### src/rtl/icache_line_fill_server.sv
`default_nettype none
// ============================================================================
// Module   : icache_line_fill_server
// Brief    : Fetches 4-word instruction lines for I-cache misses and keeps a
//            one-line buffer so a repeat request returns in one cycle.
// Revision : 1.0 - initial release
// ============================================================================
module icache_line_fill_server #(
    parameter int ADDR_W  = 16,
    parameter int TIMEOUT = 15
) (
    input  logic              clk,
    input  logic              rst,
    input  logic              req,
    input  logic [ADDR_W-1:0] req_addr,
    input  logic              flush,
    output logic [63:0]       line_out,
    output logic              line_valid,
    output logic              busy,
    output logic              fill_err,
    output logic              mem_rd,
    output logic [ADDR_W-1:0] mem_addr,
    input  logic [15:0]       mem_data,
    input  logic              mem_ack
);

    localparam int                c_TAG_W     = ADDR_W - 3;
    localparam int                c_WAIT_W    = 8;
    localparam logic [c_WAIT_W-1:0] c_WAIT_LAST = c_WAIT_W'(TIMEOUT - 1);

    typedef enum logic [1:0] {
        ST_IDLE    = 2'd0,
        ST_FETCH   = 2'd1,
        ST_DONE    = 2'd2,
        ST_HITRESP = 2'd3
    } state_t;

    state_t              r_state;
    state_t              w_next_state;
    logic [c_TAG_W-1:0]  r_tag;
    logic [c_TAG_W-1:0]  r_buf_tag;
    logic [c_TAG_W-1:0]  w_req_tag;
    logic [1:0]          r_beat;
    logic [c_WAIT_W-1:0] r_wait;
    logic [3:0][15:0]    r_words;
    logic [63:0]         r_line;
    logic [63:0]         w_assembled;
    logic                r_buf_valid;
    logic                r_flush_pend;
    logic                r_fill_err;
    logic                w_hit;
    logic                w_timeout;
    logic                w_unused_addr_bits;

    assign w_req_tag          = req_addr[ADDR_W-1:3];
    assign w_unused_addr_bits = ^req_addr[2:0];
    assign w_hit              = req && !flush && r_buf_valid && (w_req_tag == r_buf_tag);
    assign w_timeout          = (r_wait == c_WAIT_LAST);
    assign w_assembled        = {r_words[0], r_words[1], r_words[2], r_words[3]};

    always_ff @(posedge clk) begin
        if (rst) begin
            r_state <= ST_IDLE;
        end else begin
            r_state <= w_next_state;
        end
    end

    always_comb begin
        w_next_state = r_state;
        case (r_state)
            ST_IDLE: begin
                if (w_hit) begin
                    w_next_state = ST_HITRESP;
                end else if (req) begin
                    w_next_state = ST_FETCH;
                end
            end
            ST_FETCH: begin
                if (mem_ack && (r_beat == 2'd3)) begin
                    w_next_state = ST_DONE;
                end else if (!mem_ack && w_timeout) begin
                    w_next_state = ST_IDLE;
                end
            end
            default: w_next_state = ST_IDLE;
        endcase
    end

    // r_line doubles as the buffered line: it always holds the last delivered line.
    always_ff @(posedge clk) begin
        if (rst) begin
            r_tag        <= '0;
            r_buf_tag    <= '0;
            r_beat       <= 2'd0;
            r_wait       <= '0;
            r_words      <= '0;
            r_line       <= '0;
            r_buf_valid  <= 1'b0;
            r_flush_pend <= 1'b0;
            r_fill_err   <= 1'b0;
        end else begin
            r_fill_err <= 1'b0;
            case (r_state)
                ST_IDLE: begin
                    if (flush) begin
                        r_buf_valid <= 1'b0;
                    end
                    if (req && !w_hit) begin
                        r_tag        <= w_req_tag;
                        r_beat       <= 2'd0;
                        r_wait       <= '0;
                        r_flush_pend <= 1'b0;
                    end
                end
                ST_FETCH: begin
                    if (flush) begin
                        r_flush_pend <= 1'b1;
                    end
                    if (mem_ack) begin
                        r_words[r_beat] <= mem_data;
                        r_beat          <= r_beat + 2'd1;
                        r_wait          <= '0;
                    end else if (w_timeout) begin
                        r_fill_err   <= 1'b1;
                        r_buf_valid  <= 1'b0;
                        r_flush_pend <= 1'b0;
                        r_beat       <= 2'd0;
                        r_wait       <= '0;
                    end else begin
                        r_wait <= r_wait + c_WAIT_W'(1);
                    end
                end
                ST_DONE: begin
                    r_line       <= w_assembled;
                    r_buf_tag    <= r_tag;
                    r_buf_valid  <= !(r_flush_pend || flush);
                    r_flush_pend <= 1'b0;
                end
                default: begin
                    if (flush) begin
                        r_buf_valid <= 1'b0;
                    end
                end
            endcase
        end
    end

    assign line_valid = (r_state == ST_DONE) || (r_state == ST_HITRESP);
    assign line_out   = (r_state == ST_DONE) ? w_assembled : r_line;
    assign busy       = (r_state == ST_FETCH);
    assign mem_rd     = (r_state == ST_FETCH);
    assign mem_addr   = (r_state == ST_FETCH) ? {r_tag, r_beat, 1'b0} : '0;
    assign fill_err   = r_fill_err;

endmodule
`default_nettype wire

### config.mk
export PLATFORM = sky130hd
export DESIGN_NAME = icache_line_fill_server
export DESIGN_NICKNAME = d
export VERILOG_FILES = /design/src/rtl/icache_line_fill_server.sv
export SDC_FILE = /design/constraint.sdc
export NUM_CORES = 1
export LEC_CHECK = 0
export CORE_AREA = 2 2 124 126
export DETAILED_ROUTE_END_ITERATION = 8
export DIE_AREA = 0 0 126 128
export PLACE_DENSITY = 0.78
export SLEW_MARGIN = 5
export SYNTH_ARGS = -nofsm -noshare
export SYNTH_HDL_FRONTEND = slang
export SYNTH_SLANG_ARGS = --single-unit
### constraint.sdc
create_clock -name clk -period 1.72 [get_ports clk]
set_input_delay 0.344 -clock clk [delete_from_list [all_inputs] [get_ports clk]]
set_output_delay 0.344 -clock clk [all_outputs]
set_load 0.1 [all_outputs]
# After elaboration in Yosys (flattened, before gate mapping)

Index checks and enable logic that the tools add are counted.

Logic and storage cells: 83
Output and inout bits: 84
Register bits after elaboration: 169
Bits of input ports: 37

Equal/unequal tests: 12
Add/sub/neg operators: 2
Bitwise gates (word level): 1
Magnitude comparators: 2
Reduce and logical (&&, ||, !) cells: 25
Muxes and demuxes: 28

Operators by type and width:

| cell                                                | count |
|---|---|
| bitwise mux 64 bit                                  | 1 |
| two-way mux 64 bit                                  | 1 |
| demux 16 bit (select 2 bit)                         | 1 |
| two-way mux 16 bit                                  | 2 |
| two-way mux 8 bit                                   | 3 |
| one-hot mux 8 bit (2 select lines)                  | 1 |
| two-way mux 2 bit                                   | 7 |
| equality test 13 bit                                | 1 |
| AND reduction 2 bit                                 | 5 |
| adder 8 x 1 -> 8 bit, second input constant         | 1 |
| equality test 8 x 4 -> 1 bit, second input constant | 1 |
| two-way mux 1 bit                                   | 8 |
| one-hot mux 2 bit (2 select lines)                  | 2 |
| logical AND 1 bit                                   | 7 |
| equality test 2 bit, second input constant          | 3 |
| != test 3 x 1 -> 1 bit, second input constant       | 2 |
| AND reduction 3 bit                                 | 2 |
| nonzero test 3 bit                                  | 2 |
| zero test 1 bit                                     | 4 |
| != test 2 bit, second input constant                | 2 |
| < comparator 2 x 3 -> 1 bit, second input constant  | 1 |
| != test 3 bit, second input constant                | 1 |
| one-hot mux 1 bit (3 select lines)                  | 1 |
| OR reduction 3 bit                                  | 1 |
| other kinds (9)                                     | 10 |

# Logic depth before layout (Yosys ltp)

Depth after elaboration: 8
Gate-level depth with buffers: 9
Gate-level depth less buffers: 7

# Least setup slack after synthesis

Ideal clock, no wire load.

Path kind: register -> output
From: reg r_state[1]
To: out mem_addr[10]
Data required time: 1376 ps
Buffers on the path: 3
Slack: -1364 ps
Stages on the path, launching flop included: 7
Arrival time: 2740 ps
Cells stage by stage: dfxtp_1 inv_1 ha_1 buf_4 clkbuf_1 clkbuf_1 and2_1

Word-level cells in the longest chain between the ends: 2

RTL lines:

| element                      | RTL line | RTL |
|---|---|---|
| start, declared              | 38       | `state_t r_state;` |
| start signal, assigned       | 65       | `r_state <= w_next_state;` |
| equality test 2 x 1 -> 1 bit | n/a      |  |
| named net busy               | 19       | `output logic busy,` |
| two-way mux 16 bit           | 153      | `assign mem_addr = (r_state == ST_FETCH) ? {r_tag, r_beat, 1'b0} : '0;` |
| end, declared                | 22       | `output logic [ADDR_W-1:0] mem_addr,` |

The timed path passes the listed nets, and every way through them passes these cells.

# Worst setup path in the final report

From: reg r_state[0]
To: out line_out[52]

Word-level cells in the longest chain between the ends: 2

RTL lines:

| element             | RTL line | RTL |
|---|---|---|
| equality test 2 bit | 150      | `assign line_out = (r_state == ST_DONE) ? w_assembled : r_line;` |
| two-way mux 64 bit  | n/a      |  |
| end, declared       | 17       | `output logic [63:0] line_out,` |

Every way passes these cells.

==> flow_summary.ini <==
[outcome]
status = complete, but fails checks
violations = negative setup slack

[logic_synthesis]
synthTopCellsByCount = dfxtp_1, nand2_1, and2_1
ys_seq_area_share_pct = 49.18
dominantRegCellSynth = dfxtp_1
avgSynthCellArea_um2 = 9.246
synth_edf_count = 0
syn_nets = 791
ys_async_sr_fraction_pct = 0
yosysMostFrequentCell = dfxtp_1
synth_area_leader_cell = dfxtp_1
ys.warnings.count = 0
synth_cell_types = 42
synth_top_area_share_pct = 49.18
syn_inst = 744
syn-cell-area_um2 = 6879
yosys_register_bits = 169
synthTopCellsByArea = dfxtp_1, mux2_2, nand2_1

[clocking]
path_clk_slew_ns = 0.07
numCtsBuffers = 17
clk-insertion-delay-late_ns = 0.44
cts.path.max_buffers = 2
cts_tree = built
h-tree-depth = 4
cts_root_buf = clkbuf_16
cts_sinks = 169

[floorplanning]
core_area_um2 = 14860
core.rowCount = 45
ios = 121
die-area_um2 = 16130
die_h_um = 128
start_util_pct = 46.28
die_width_um = 126

[final_layout]
fill_cells = 851
syn_to_final_growth_pct = 63.17
fin_nets = 958
drive_gt1_share_pct = 39.63
diodes = 0
final_area_um2 = 11220

[worst_hold_path]
holdPathStages = 3
min_from = req_addr[15]
min_path_type = in2reg
min_to = r_tag[12]$_SDFFE_PP0P_

[placed_design]
routabilityCongestion = 0.8221
placed_area_um2 = 9687
detailedPlace.worstSlack_ns = -0.5958
hpwlAfterDp_um = 12330
port-buffer-count = 116

[detailed_routing]
ant_nets = 0
wirelength_met1_um = 8889
vias = 6248
route.met3.wl_um = 1697
routedWlPerCell_um = 21.09
drt-pass1-iter-count = 5
drt_iter0_drc = 533
wl_um = 23390
drc_errors = 0
top_layer_used = met4
wl_met2_um = 11820
viasPerCell = 5.634

[timing]
clock-skew-final_ns = 0.01233
timing.final.crit_share_pct = 127.2
fin_ws_ns = -0.4674
finalMaxSlewViolations = 0
finalCriticalPeriod_ns = 2.187
rsz0062_at_grt = yes
finalHoldViolations = 0
setup_viol = 173
fmax_ghz = 0.4572

[setup_path]
cp.required_ns = 1.38
crit_start = r_state[0]$_SDFFE_PP0P_
critPathLaunchType = register
r2r-end = r_wait[3]$_SDFFE_PP0P_
reg2reg_setup_slack_ns = -0.22
critical_path_class = reg2out
r2r_cells = 9
worst_ep_arrival_time_ns = 1.84
end_kind = primary output
path_max_fanout = 14
r2r-start = r_state[0]$_SDFFE_PP0P_

[global_routing]
gr-usage-all-layers_pct = 24.54
overflow = 0
antenna_found_initial = 0
grt_pass1_vias = 5930
grt_pass1_wl_um = 31120
grt_max_degree = 79

[power_and_ir_drop]
leakage_nw = 4.398
vdd_ir_drop_max_v = 0.0008063
power_density_nw_per_um2 = 876.2

[run]
cap_violations = 0
==> registers in the layout, summed over array words and instances, names as in the netlist <==
name	flops
r_flush_pend	1
fill_err	1
r_buf_tag	13
r_buf_valid	1
r_state	2
r_words	64
r_tag	13
r_beat	2
r_wait	8
r_line	64
==> layout make-up <==
class,count,area [µm²],area share (%)
inverter,8,30.03,0.2675
tap,188,235.2,2.096
clock buffer,24,491.7,4.381
clock inverter,5,38.79,0.3456
sequential,169,3400,30.29
multi-input combinational,517,3951,35.20
timing repair buffer,198,3078,27.42
==> worst max-delay path by stage <==
stage	endpoint	slack [ns]	depth (start not counted)
3_5_place_dp	r_tag[3]$_SDFFE_PP0P_	-0.60	7
3_3_place_gp	r_wait[5]$_SDFFE_PP0P_	-0.55	6
2_1_floorplan	r_wait[1]$_SDFFE_PP0P_	-0.31	8
5_1_grt	line_out[15]	-0.50	6
6_report	line_out[52]	-0.47	6
4_1_cts	line_out[19]	-0.44	6
==> power by group <==
part / switching, W / leakage (nW) / internal, W / total, W
sequential: 0.0000699 / 1.37 / 0.00401 / 0.00408
combinational: 0.00119 / 2.77 / 0.00102 / 0.00220
clock: 0.00157 / 0.259 / 0.00198 / 0.00355
total: 0.00283 / 4.40 / 0.00701 / 0.00983
==> cell families after synthesis <==
kind of cell               after synthesis  share of synthesized area [%]
other                                    1                        0.05451
buffers and inverters                   59                          3.674
DFF                                    169                          49.18
muxes                                   90                          14.26
AOI/OAI and AO/OA                       98                          8.239
adders and majority gates               10                          1.819
and+or+nand+nor                        304                          21.12
xor gates and xnor gates                13                          1.655
==> metrics by stage <==
step	util [%]	TNS, ns	total power [W]	hold WS [ns]	cells
2_1_floorplan	-	-2.625	0.005215	0.4359	744
3_3_place_gp	65.17	-13.51	0.005726	0.4417	1042
3_5_place_dp	65.17	-15.28	0.005750	0.4488	1042
4_1_cts	71.81	-41.52	0.009537	0.3365	1095
5_1_grt	75.51	-46.72	0.01011	0.2165	1109
6_report	75.51	-39.00	0.009835	0.2224	1109
==> layer usage <==
layer  GRT usage (%)  up-vias
met5               0        -
met4           12.15        0
met3           6.928       86
met2           40.86      302
met1           29.19     3049
li1                -     2811
==> worst max-delay path, cell delays in order, from the launching register on <==
cell,delay (ns)
dfxtp_2,0.32
inv_2,0.08
ha_4,0.15
buf_12,0.15
buf_12,0.18
mux2_4,0.34
buf_12,0.17
==> cells in the final DEF (no fill, tap or decap), types with 9 or more instances in the layout <==
cell type          n
clkbuf_16         22
a21oi_1           35
and2_1            64
xnor2_1           10
buf_12           104
clkdlybuf4s50_1   21
dfxtp_2           10
buf_6              9
dfxtp_1          158
buf_4             41
nand2_1          160
nor2_1            20
a21oi_2           36
mux2i_1           26
and2_4            16
mux2_4            64
==> timing repair <==
item                                    CTS  global route
setup buffers                            19            10
hold buffers                              0             0
gates resized for setup                  52            90
endpoints found under the setup margin  107           174
gates cloned                              5             6
pin swaps                                25            20
No activity file was read; power rests on OpenSTA's default activity.
